File: config.mk
export PLATFORM = sky130hd
export DESIGN_NAME = spi_master_multi_flat
export DESIGN_NICKNAME = d
export VERILOG_FILES = /design/src/rtl/spi_pkg.sv /design/src/rtl/spi_master_multi_if.sv /design/src/rtl/spi_clk_gen.sv /design/src/rtl/spi_master_multi.sv /design/src/flat_wrapper.sv
export SDC_FILE = /design/constraint.sdc
export NUM_CORES = 1
export LEC_CHECK = 0
export CAP_MARGIN = 20
export CORE_MARGIN = 2
export CORE_UTILIZATION = 53
export CTS_CLUSTER_SIZE = 40
export DETAILED_ROUTE_END_ITERATION = 7
export GPL_TIMING_DRIVEN = 1
export MAX_ROUTING_LAYER = met4
export PLACE_DENSITY = 0.87
export SETUP_SLACK_MARGIN = 0.02
export SLEW_MARGIN = 20
export SYNTH_ARGS = -nofsm -noshare
export SYNTH_HDL_FRONTEND = slang
export SYNTH_SLANG_ARGS = --single-unit
File: constraint.sdc
create_clock -name clk -period 3.22 [get_ports clk]
set_input_delay 0.644 -clock clk [delete_from_list [all_inputs] [get_ports clk]]
set_output_delay 0.644 -clock clk [all_outputs]
set_load 0.005 [all_outputs]
File: src/rtl/spi_pkg.sv
// Shared types for the multi-slave SPI master: FSM states, SPI mode pair,
// and the chip-select index width helper.
package spi_pkg;

  typedef enum logic [2:0] {
    ST_IDLE,
    ST_LEAD,
    ST_XFER,
    ST_TRAIL,
    ST_DONE
  } spi_state_e;

  typedef struct packed {
    logic cpol;
    logic cpha;
  } spi_mode_t;

  // Slave index width: enough bits for CS_COUNT slaves plus one spare bit,
  // so an out-of-range index can be requested and runs with no CS asserted.
  function automatic int cs_sel_width(input int cs_count);
    return ((cs_count > 1) ? $clog2(cs_count) : 1) + 1;
  endfunction

endpackage

File: src/rtl/spi_master_multi_if.sv
// Request/response and SPI pin bundle for spi_master_multi.
// master modport: the SPI master block; slave modport: the user/board side.
interface spi_master_multi_if #(
  parameter int DATA_WIDTH = 16,
  parameter int CS_COUNT   = 4
);
  localparam int CS_SEL_W = spi_pkg::cs_sel_width(CS_COUNT);

  logic                  clk_en;
  logic [DATA_WIDTH-1:0] data_in;
  logic [CS_SEL_W-1:0]   cs_sel;
  logic                  cpol;
  logic                  cpha;
  logic                  valid_data_in;
  logic                  ready;
  logic [DATA_WIDTH-1:0] data_out;
  logic                  valid_data_out;
  logic                  sclk;
  logic                  mosi;
  logic                  miso;
  logic [CS_COUNT-1:0]   chip_select;

  modport master (
    input  clk_en, data_in, cs_sel, cpol, cpha, valid_data_in, miso,
    output ready, data_out, valid_data_out, sclk, mosi, chip_select
  );

  modport slave (
    output clk_en, data_in, cs_sel, cpol, cpha, valid_data_in, miso,
    input  ready, data_out, valid_data_out, sclk, mosi, chip_select
  );

endinterface

File: src/rtl/spi_clk_gen.sv
// SCLK half-period timer. Counts CLK_DIV enabled cycles per half period while
// run_i is high and flags the end of each (tick_o). During XFER it alternates
// between leading and trailing edge strobes, starting with a leading edge.
module spi_clk_gen #(
  parameter int CLK_DIV = 4
) (
  input  logic clk,
  input  logic rst,
  input  logic clk_en_i,
  input  logic run_i,
  input  logic xfer_i,
  output logic tick_o,
  output logic lead_o,
  output logic trail_o
);

  localparam int            CW   = (CLK_DIV > 1) ? $clog2(CLK_DIV) : 1;
  localparam logic [CW-1:0] LAST = CW'(CLK_DIV - 1);

  logic [CW-1:0] cnt_q, cnt_d;
  logic          phase_q, phase_d;

  // Next-state for the half-period counter and the leading/trailing phase.
  // NOTE: every output of a combinational block gets a default first, so no
  // path leaves it unassigned and no latch is inferred.
  always_comb begin
    cnt_d   = cnt_q;
    phase_d = phase_q;
    if (!run_i) begin
      cnt_d   = '0;
      phase_d = 1'b0;
    end else if (cnt_q == LAST) begin
      cnt_d = '0;
      if (xfer_i) phase_d = ~phase_q;
    end else begin
      cnt_d = cnt_q + 1'b1;
    end
  end

  // Counter and phase registers, frozen while clk_en_i is low.
  // NOTE: state registers use non-blocking assignments so every flop samples
  // pre-edge values regardless of statement order.
  always_ff @(posedge clk or posedge rst) begin
    if (rst) begin
      cnt_q   <= '0;
      phase_q <= 1'b0;
    end else if (clk_en_i) begin
      cnt_q   <= cnt_d;
      phase_q <= phase_d;
    end
  end

  assign tick_o  = run_i && (cnt_q == LAST);
  assign lead_o  = tick_o && xfer_i && !phase_q;
  assign trail_o = tick_o && xfer_i && phase_q;

endmodule

File: src/rtl/spi_master_multi.sv
// Multi-slave SPI master, one word per request, MSB first, per-request
// CPOL/CPHA. Define SPI_MASTER_LOOPBACK_EN to feed mosi back into the receive
// shifter instead of the miso pin.
module spi_master_multi
  import spi_pkg::*;
#(
  parameter int DATA_WIDTH = 16,
  parameter int CS_COUNT   = 4,
  parameter int CLK_DIV    = 4
) (
  input logic                clk,
  input logic                rst,
  spi_master_multi_if.master bus
);

  localparam int CSW = cs_sel_width(CS_COUNT);
  localparam int EW  = $clog2(2 * DATA_WIDTH);

  spi_state_e            state_q;
  spi_mode_t             mode_q;
  logic [DATA_WIDTH-1:0] tx_sr_q;
  logic [DATA_WIDTH-1:0] rx_sr_q;
  logic [DATA_WIDTH-1:0] data_out_q;
  logic [EW-1:0]         edge_cnt_q;
  logic [CS_COUNT-1:0]   cs_n_q;
  logic                  sclk_q, mosi_q, ready_q, valid_q;

  logic tick, lead, trail, run, xfer, last_edge, rx_bit;

  // One-cold select pattern; indices outside the slave range select nobody.
  function automatic logic [CS_COUNT-1:0] cs_decode(input logic [CSW-1:0] idx);
    cs_decode = '1;
    for (int i = 0; i < CS_COUNT; i++) begin
      if (idx == CSW'(i)) cs_decode[i] = 1'b0;
    end
  endfunction

  assign run       = (state_q == ST_LEAD) || (state_q == ST_XFER) || (state_q == ST_TRAIL);
  assign xfer      = (state_q == ST_XFER);
  assign last_edge = (edge_cnt_q == EW'(2 * DATA_WIDTH - 1));

`ifdef SPI_MASTER_LOOPBACK_EN
  assign rx_bit = mosi_q;
`else
  assign rx_bit = bus.miso;
`endif

  spi_clk_gen #(.CLK_DIV(CLK_DIV)) u_clk_gen (
    .clk      (clk),
    .rst      (rst),
    .clk_en_i (bus.clk_en),
    .run_i    (run),
    .xfer_i   (xfer),
    .tick_o   (tick),
    .lead_o   (lead),
    .trail_o  (trail)
  );

  // Transfer FSM with registered pin and handshake outputs.
  always_ff @(posedge clk or posedge rst) begin
    if (rst) begin
      state_q    <= ST_IDLE;
      mode_q     <= '0;
      tx_sr_q    <= '0;
      rx_sr_q    <= '0;
      data_out_q <= '0;
      edge_cnt_q <= '0;
      cs_n_q     <= '1;
      sclk_q     <= 1'b0;
      mosi_q     <= 1'b0;
      ready_q    <= 1'b0;
      valid_q    <= 1'b0;
    end else if (bus.clk_en) begin
      valid_q <= 1'b0;
      case (state_q)
        ST_IDLE: begin
          ready_q <= 1'b1;
          if (bus.valid_data_in && ready_q) begin
            ready_q    <= 1'b0;
            mode_q     <= '{cpol: bus.cpol, cpha: bus.cpha};
            sclk_q     <= bus.cpol;
            mosi_q     <= bus.data_in[DATA_WIDTH-1];
            // CPHA=1 re-drives the MSB on the first leading edge, so its
            // shifter still holds the MSB; CPHA=0 has already presented it.
            tx_sr_q    <= bus.cpha ? bus.data_in : (bus.data_in << 1);
            cs_n_q     <= cs_decode(bus.cs_sel);
            edge_cnt_q <= '0;
            state_q    <= ST_LEAD;
          end
        end
        ST_LEAD: begin
          if (tick) state_q <= ST_XFER;
        end
        ST_XFER: begin
          if (tick) begin
            sclk_q     <= ~sclk_q;
            edge_cnt_q <= edge_cnt_q + 1'b1;
            if (lead) begin
              if (!mode_q.cpha) begin
                rx_sr_q <= {rx_sr_q[DATA_WIDTH-2:0], rx_bit};
              end else begin
                mosi_q  <= tx_sr_q[DATA_WIDTH-1];
                tx_sr_q <= tx_sr_q << 1;
              end
            end
            if (trail) begin
              if (mode_q.cpha) begin
                rx_sr_q <= {rx_sr_q[DATA_WIDTH-2:0], rx_bit};
              end else if (!last_edge) begin
                mosi_q  <= tx_sr_q[DATA_WIDTH-1];
                tx_sr_q <= tx_sr_q << 1;
              end
            end
            if (last_edge) state_q <= ST_TRAIL;
          end
        end
        ST_TRAIL: begin
          if (tick) begin
            cs_n_q     <= '1;
            data_out_q <= rx_sr_q;
            valid_q    <= 1'b1;
            state_q    <= ST_DONE;
          end
        end
        ST_DONE: begin
          ready_q <= 1'b1;
          state_q <= ST_IDLE;
        end
        default: state_q <= ST_IDLE;
      endcase
    end
  end

  assign bus.ready          = ready_q;
  assign bus.data_out       = data_out_q;
  assign bus.valid_data_out = valid_q;
  assign bus.sclk           = sclk_q;
  assign bus.mosi           = mosi_q;
  assign bus.chip_select    = cs_n_q;

endmodule

File: src/flat_wrapper.sv
// flat-port wrapper written by rule: the top's interface ports become plain ports
module spi_master_multi_flat import spi_pkg::*;
#(
  parameter int DATA_WIDTH = 16,
  parameter int CS_COUNT   = 4,
  parameter int CLK_DIV    = 4
)
  (clk, rst, bus_clk_en, bus_data_in, bus_cs_sel, bus_cpol, bus_cpha, bus_valid_data_in, bus_miso, bus_ready, bus_data_out, bus_valid_data_out, bus_sclk, bus_mosi, bus_chip_select);
  spi_master_multi_if #(.DATA_WIDTH(DATA_WIDTH), .CS_COUNT(CS_COUNT)) bus_i ();
  input logic clk;
  input logic rst;
  input wire logic [$bits(bus_i.clk_en)-1:0] bus_clk_en;
  input wire logic [$bits(bus_i.data_in)-1:0] bus_data_in;
  input wire logic [$bits(bus_i.cs_sel)-1:0] bus_cs_sel;
  input wire logic [$bits(bus_i.cpol)-1:0] bus_cpol;
  input wire logic [$bits(bus_i.cpha)-1:0] bus_cpha;
  input wire logic [$bits(bus_i.valid_data_in)-1:0] bus_valid_data_in;
  input wire logic [$bits(bus_i.miso)-1:0] bus_miso;
  output wire logic [$bits(bus_i.ready)-1:0] bus_ready;
  output wire logic [$bits(bus_i.data_out)-1:0] bus_data_out;
  output wire logic [$bits(bus_i.valid_data_out)-1:0] bus_valid_data_out;
  output wire logic [$bits(bus_i.sclk)-1:0] bus_sclk;
  output wire logic [$bits(bus_i.mosi)-1:0] bus_mosi;
  output wire logic [$bits(bus_i.chip_select)-1:0] bus_chip_select;
  assign bus_i.clk_en = bus_clk_en;
  assign bus_i.data_in = bus_data_in;
  assign bus_i.cs_sel = bus_cs_sel;
  assign bus_i.cpol = bus_cpol;
  assign bus_i.cpha = bus_cpha;
  assign bus_i.valid_data_in = bus_valid_data_in;
  assign bus_i.miso = bus_miso;
  assign bus_ready = bus_i.ready;
  assign bus_data_out = bus_i.data_out;
  assign bus_valid_data_out = bus_i.valid_data_out;
  assign bus_sclk = bus_i.sclk;
  assign bus_mosi = bus_i.mosi;
  assign bus_chip_select = bus_i.chip_select;
  spi_master_multi #(.DATA_WIDTH(DATA_WIDTH), .CS_COUNT(CS_COUNT), .CLK_DIV(CLK_DIV)) u_core (.clk(clk), .rst(rst), .bus(bus_i));
endmodule
==> results.md <==
- Die W: 80.2 um
- Die ar.: 6440 sq um
- Fin crit period: 2.50 ns
- Row cnt: 27
- Final critical-path setup slack: 0.723 ns
- Placer Congestion: 0.811
- PwrDens: 696 nW/um^2
- Ys Warns: 0
- Resized Gates After CTS: 0
- Count leader, synth: dfrtp_1
- PortBufs: 49
- Post-Layout Inst Area: 3840 sq um
- Initial Util: 0.553
- Congestion Overflow GR: 0
- Initial antenna violation count: 0
- Vias in the first global route: 2,178
- Diodes inserted: 0
- Gr usage total: 0.214
- Switching portion of total power: 0.311
- Syn Inst Count: 253
- Clk root buf: clkbuf_8
- Area share of the largest cell type after synthesis: 0.520
- RSZ-0062 raised after global routing: false
- Post-CTS setup buffers: 0
- Syn Nets: 282
- Final Max Slew Viols: 0
- Top_reg_cell synth: dfrtp_1
- Buf+Inv Stages, Crit Path: 1
- Crit Path Max Fanout: 17
- Total I/O pin count: 50
- Internal power contribution: 0.00184 W
- Most frequent cells after synthesis: dfrtp_1, mux2_2, nor2_1
- Relative slew slack: 0.443
- R2r worst-path depth: 8
- Slowest-stage cell, CP: dfrtp_1
- WHS Path Cells: 1
- Required time of the critical path: 3.43 ns
- Cell-by-cell trace of the critical path: ha_1 > and3_1 > ha_1 > or3b_1 > a2111oi_4 > buf_4 > mux2i_1 > a21oi_1
- Worst path most repeated cell: ha_1
- Run status: finished clean
- Post-synthesis sequential area ratio: 0.554
- Clock power share: 0.264
- Synthesized area per cell: 12.2 sq um
- Yosys cell types: 43
- Seq pwr share: 0.475
- Total power: 0.00267 W
- First-pass GRT wire length: 10,300 um
- Placed Cells: 365
- Routed Wire Length: 6210 um
- Fin. Hold Viols: 0
- Pre-antenna DRT Iters: 4
- Final ANT Viol Nets: 0
- CTS tree: built
- Crit. End Element: flop
- Hold buffer count at CTS: 0
- Area post-placement: 3640 sq um
- Number of synthesized flops with an enable pin: 0
- Largest net degree at the start of global routing: 69
- Leakage: 1.80 nW
- Crit-path leading delay family: simple AND/OR/NAND/NOR gates
- Hold Path Class: reg2reg
- Clock Latency Late Sink: 0.34 ns
- Post-Layout Cell Count: 381
- H-tree Lvls: 3
- Area leader, netlist: dfrtp_1
- Wire length per cell: 16.3 um
- TNS Setup: 0 ns
- Number of buffers on the longest clock path: 2
- Dpl ws: 0.684 ns
- Area delta synth->final: 24.7%
- Core outline area: 5570 sq um
- Levels on crit path: 8
- Vias: 2,179
- CP peak stage delay: 0.43 ns
- Peak VDD IR: 0.322 mV
- Layout cells sized above 1: 0.201
- Clock-pin transition on the worst setup and hold timing paths: 0.08 ns
- Detailed Route Iter0 Violations: 124
- Post-route DRC violation count: 0
- Period utilization: 0.775
- Final Net Count: 333
- Ys async rst share: 1.00
- DP Wirelength: 3990 um
- Synth Cell Area: 3080 sq um
- Arr. time, crit path: 2.70 ns
- MaxCap Viol Count: 0
- Startpoint types: flop
- Die Height: 80.2 um
- Worst slew pin tran: 0.835 ns
- Synth Register Bits: 68
- Setup Skew: 0.00768 ns
- CTS buffer count: 9
- Peak Freq: 400 MHz
- Final setup vio count: 0
- Ranking of synthesized cells by area: dfrtp_1, mux2_2, mux2i_1, a221o_1, dfstp_2
- DR vias/cell: 5.72
- Clk sinks: 68
- Critical path type: reg2reg
- P_sw: 0.000832 W
- Combinational power share: 0.261
-- sequential cells by signal (all words and copies together), names as in the netlist --
signal                     count
u_core.rx_sr_q                16
u_core.state_q                 3
u_core.bus.chip_select         4
u_core.bus.data_out           16
u_core.bus.sclk                1
u_core.u_clk_gen.cnt_q         2
u_core.bus.mosi                1
u_core.mode_q                  1
u_core.u_clk_gen.phase_q       1
u_core.edge_cnt_q              5
u_core.bus.valid_data_out      1
u_core.tx_sr_q                16
u_core.bus.ready               1
-- layout by cell type (no fill, tap or decap), types with 6 or more instances in the layout --
cell type / synthesis / final
a21oi_1: 6 / 6
a221o_1: 14 / 14
buf_4: 1 / 6
clkbuf_8: 0 / 9
clkdlybuf4s50_1: 0 / 49
dfrtp_1: 64 / 64
inv_1: 9 / 8
mux2_2: 32 / 32
mux2i_1: 17 / 17
nand2_1: 10 / 10
nor2_1: 21 / 21
o21ai_0: 9 / 9
-- power groups by stage --
stage	clock network, W	registers, W	logic [W]
after floorplan	0	0.00121	0.000510
after global placement	0	0.00126	0.000670
after detailed placement	0	0.00128	0.000699
after CTS	0.000714	0.00127	0.000704
after global routing	0.000755	0.00130	0.000789
final	0.000706	0.00127	0.000697
-- final timing paths --
| check | from | end | slack (ns) |
|---|---|---|---|
| max in group asynchronous | rst | u_core.tx_sr_q[7] | 1.81 |
| min | u_core.edge_cnt_q[3] | u_core.edge_cnt_q[3] | 0.48 |
| min in group asynchronous | rst | u_core.bus.data_out[6] | 0.86 |
| min reg2reg | u_core.edge_cnt_q[3] | u_core.edge_cnt_q[3] | 0.48 |
| max | u_core.edge_cnt_q[0] | u_core.bus.mosi | 0.72 |
| max reg2reg | u_core.edge_cnt_q[0] | u_core.bus.mosi | 0.72 |
-- per-stage QoR --
step                utilization  hold slack [ns]
floorplan                     -            0.439
global placement          0.653            0.452
detailed placement        0.653            0.469
CTS                       0.689            0.479
global route              0.689            0.526
finish                    0.689            0.481
-- area by class of cell --
class | instances | area (sq um)
repair buffers | 55 | 536
clock inverters | 7 | 75.1
well taps | 72 | 90.1
clock buffers | 9 | 124
inverters | 9 | 33.8
flip-flops and latches | 68 | 1710
fillers | 422 | 1730
multi-input cells | 161 | 1270
-- cell families (layout without fill, tap and decap cells) --
group / after synthesis / after routing / synth area share
and+or+nand+nor: 57 / 57 / 0.0926
DFF: 68 / 68 / 0.554
muxes: 49 / 49 / 0.172
adders and majority gates: 3 / 3 / 0.0122
AOI/OAI and AO/OA: 52 / 52 / 0.135
buffers and inverters: 24 / 80 / 0.0337
-- layer usage --
metal / vias to the layer above / track usage / wire length [um] / share of wire
met5: - / - / 0 / 0
met4: 0 / 0.0644 / 70 / 0.011
met3: 9 / 0.0562 / 253 / 0.041
met2: 49 / 0.350 / 3170 / 0.51
met1: 1097 / 0.264 / 2720 / 0.44
li1: 1024 / - / - / -
Note: power is estimated with default switching activity, not from simulation.
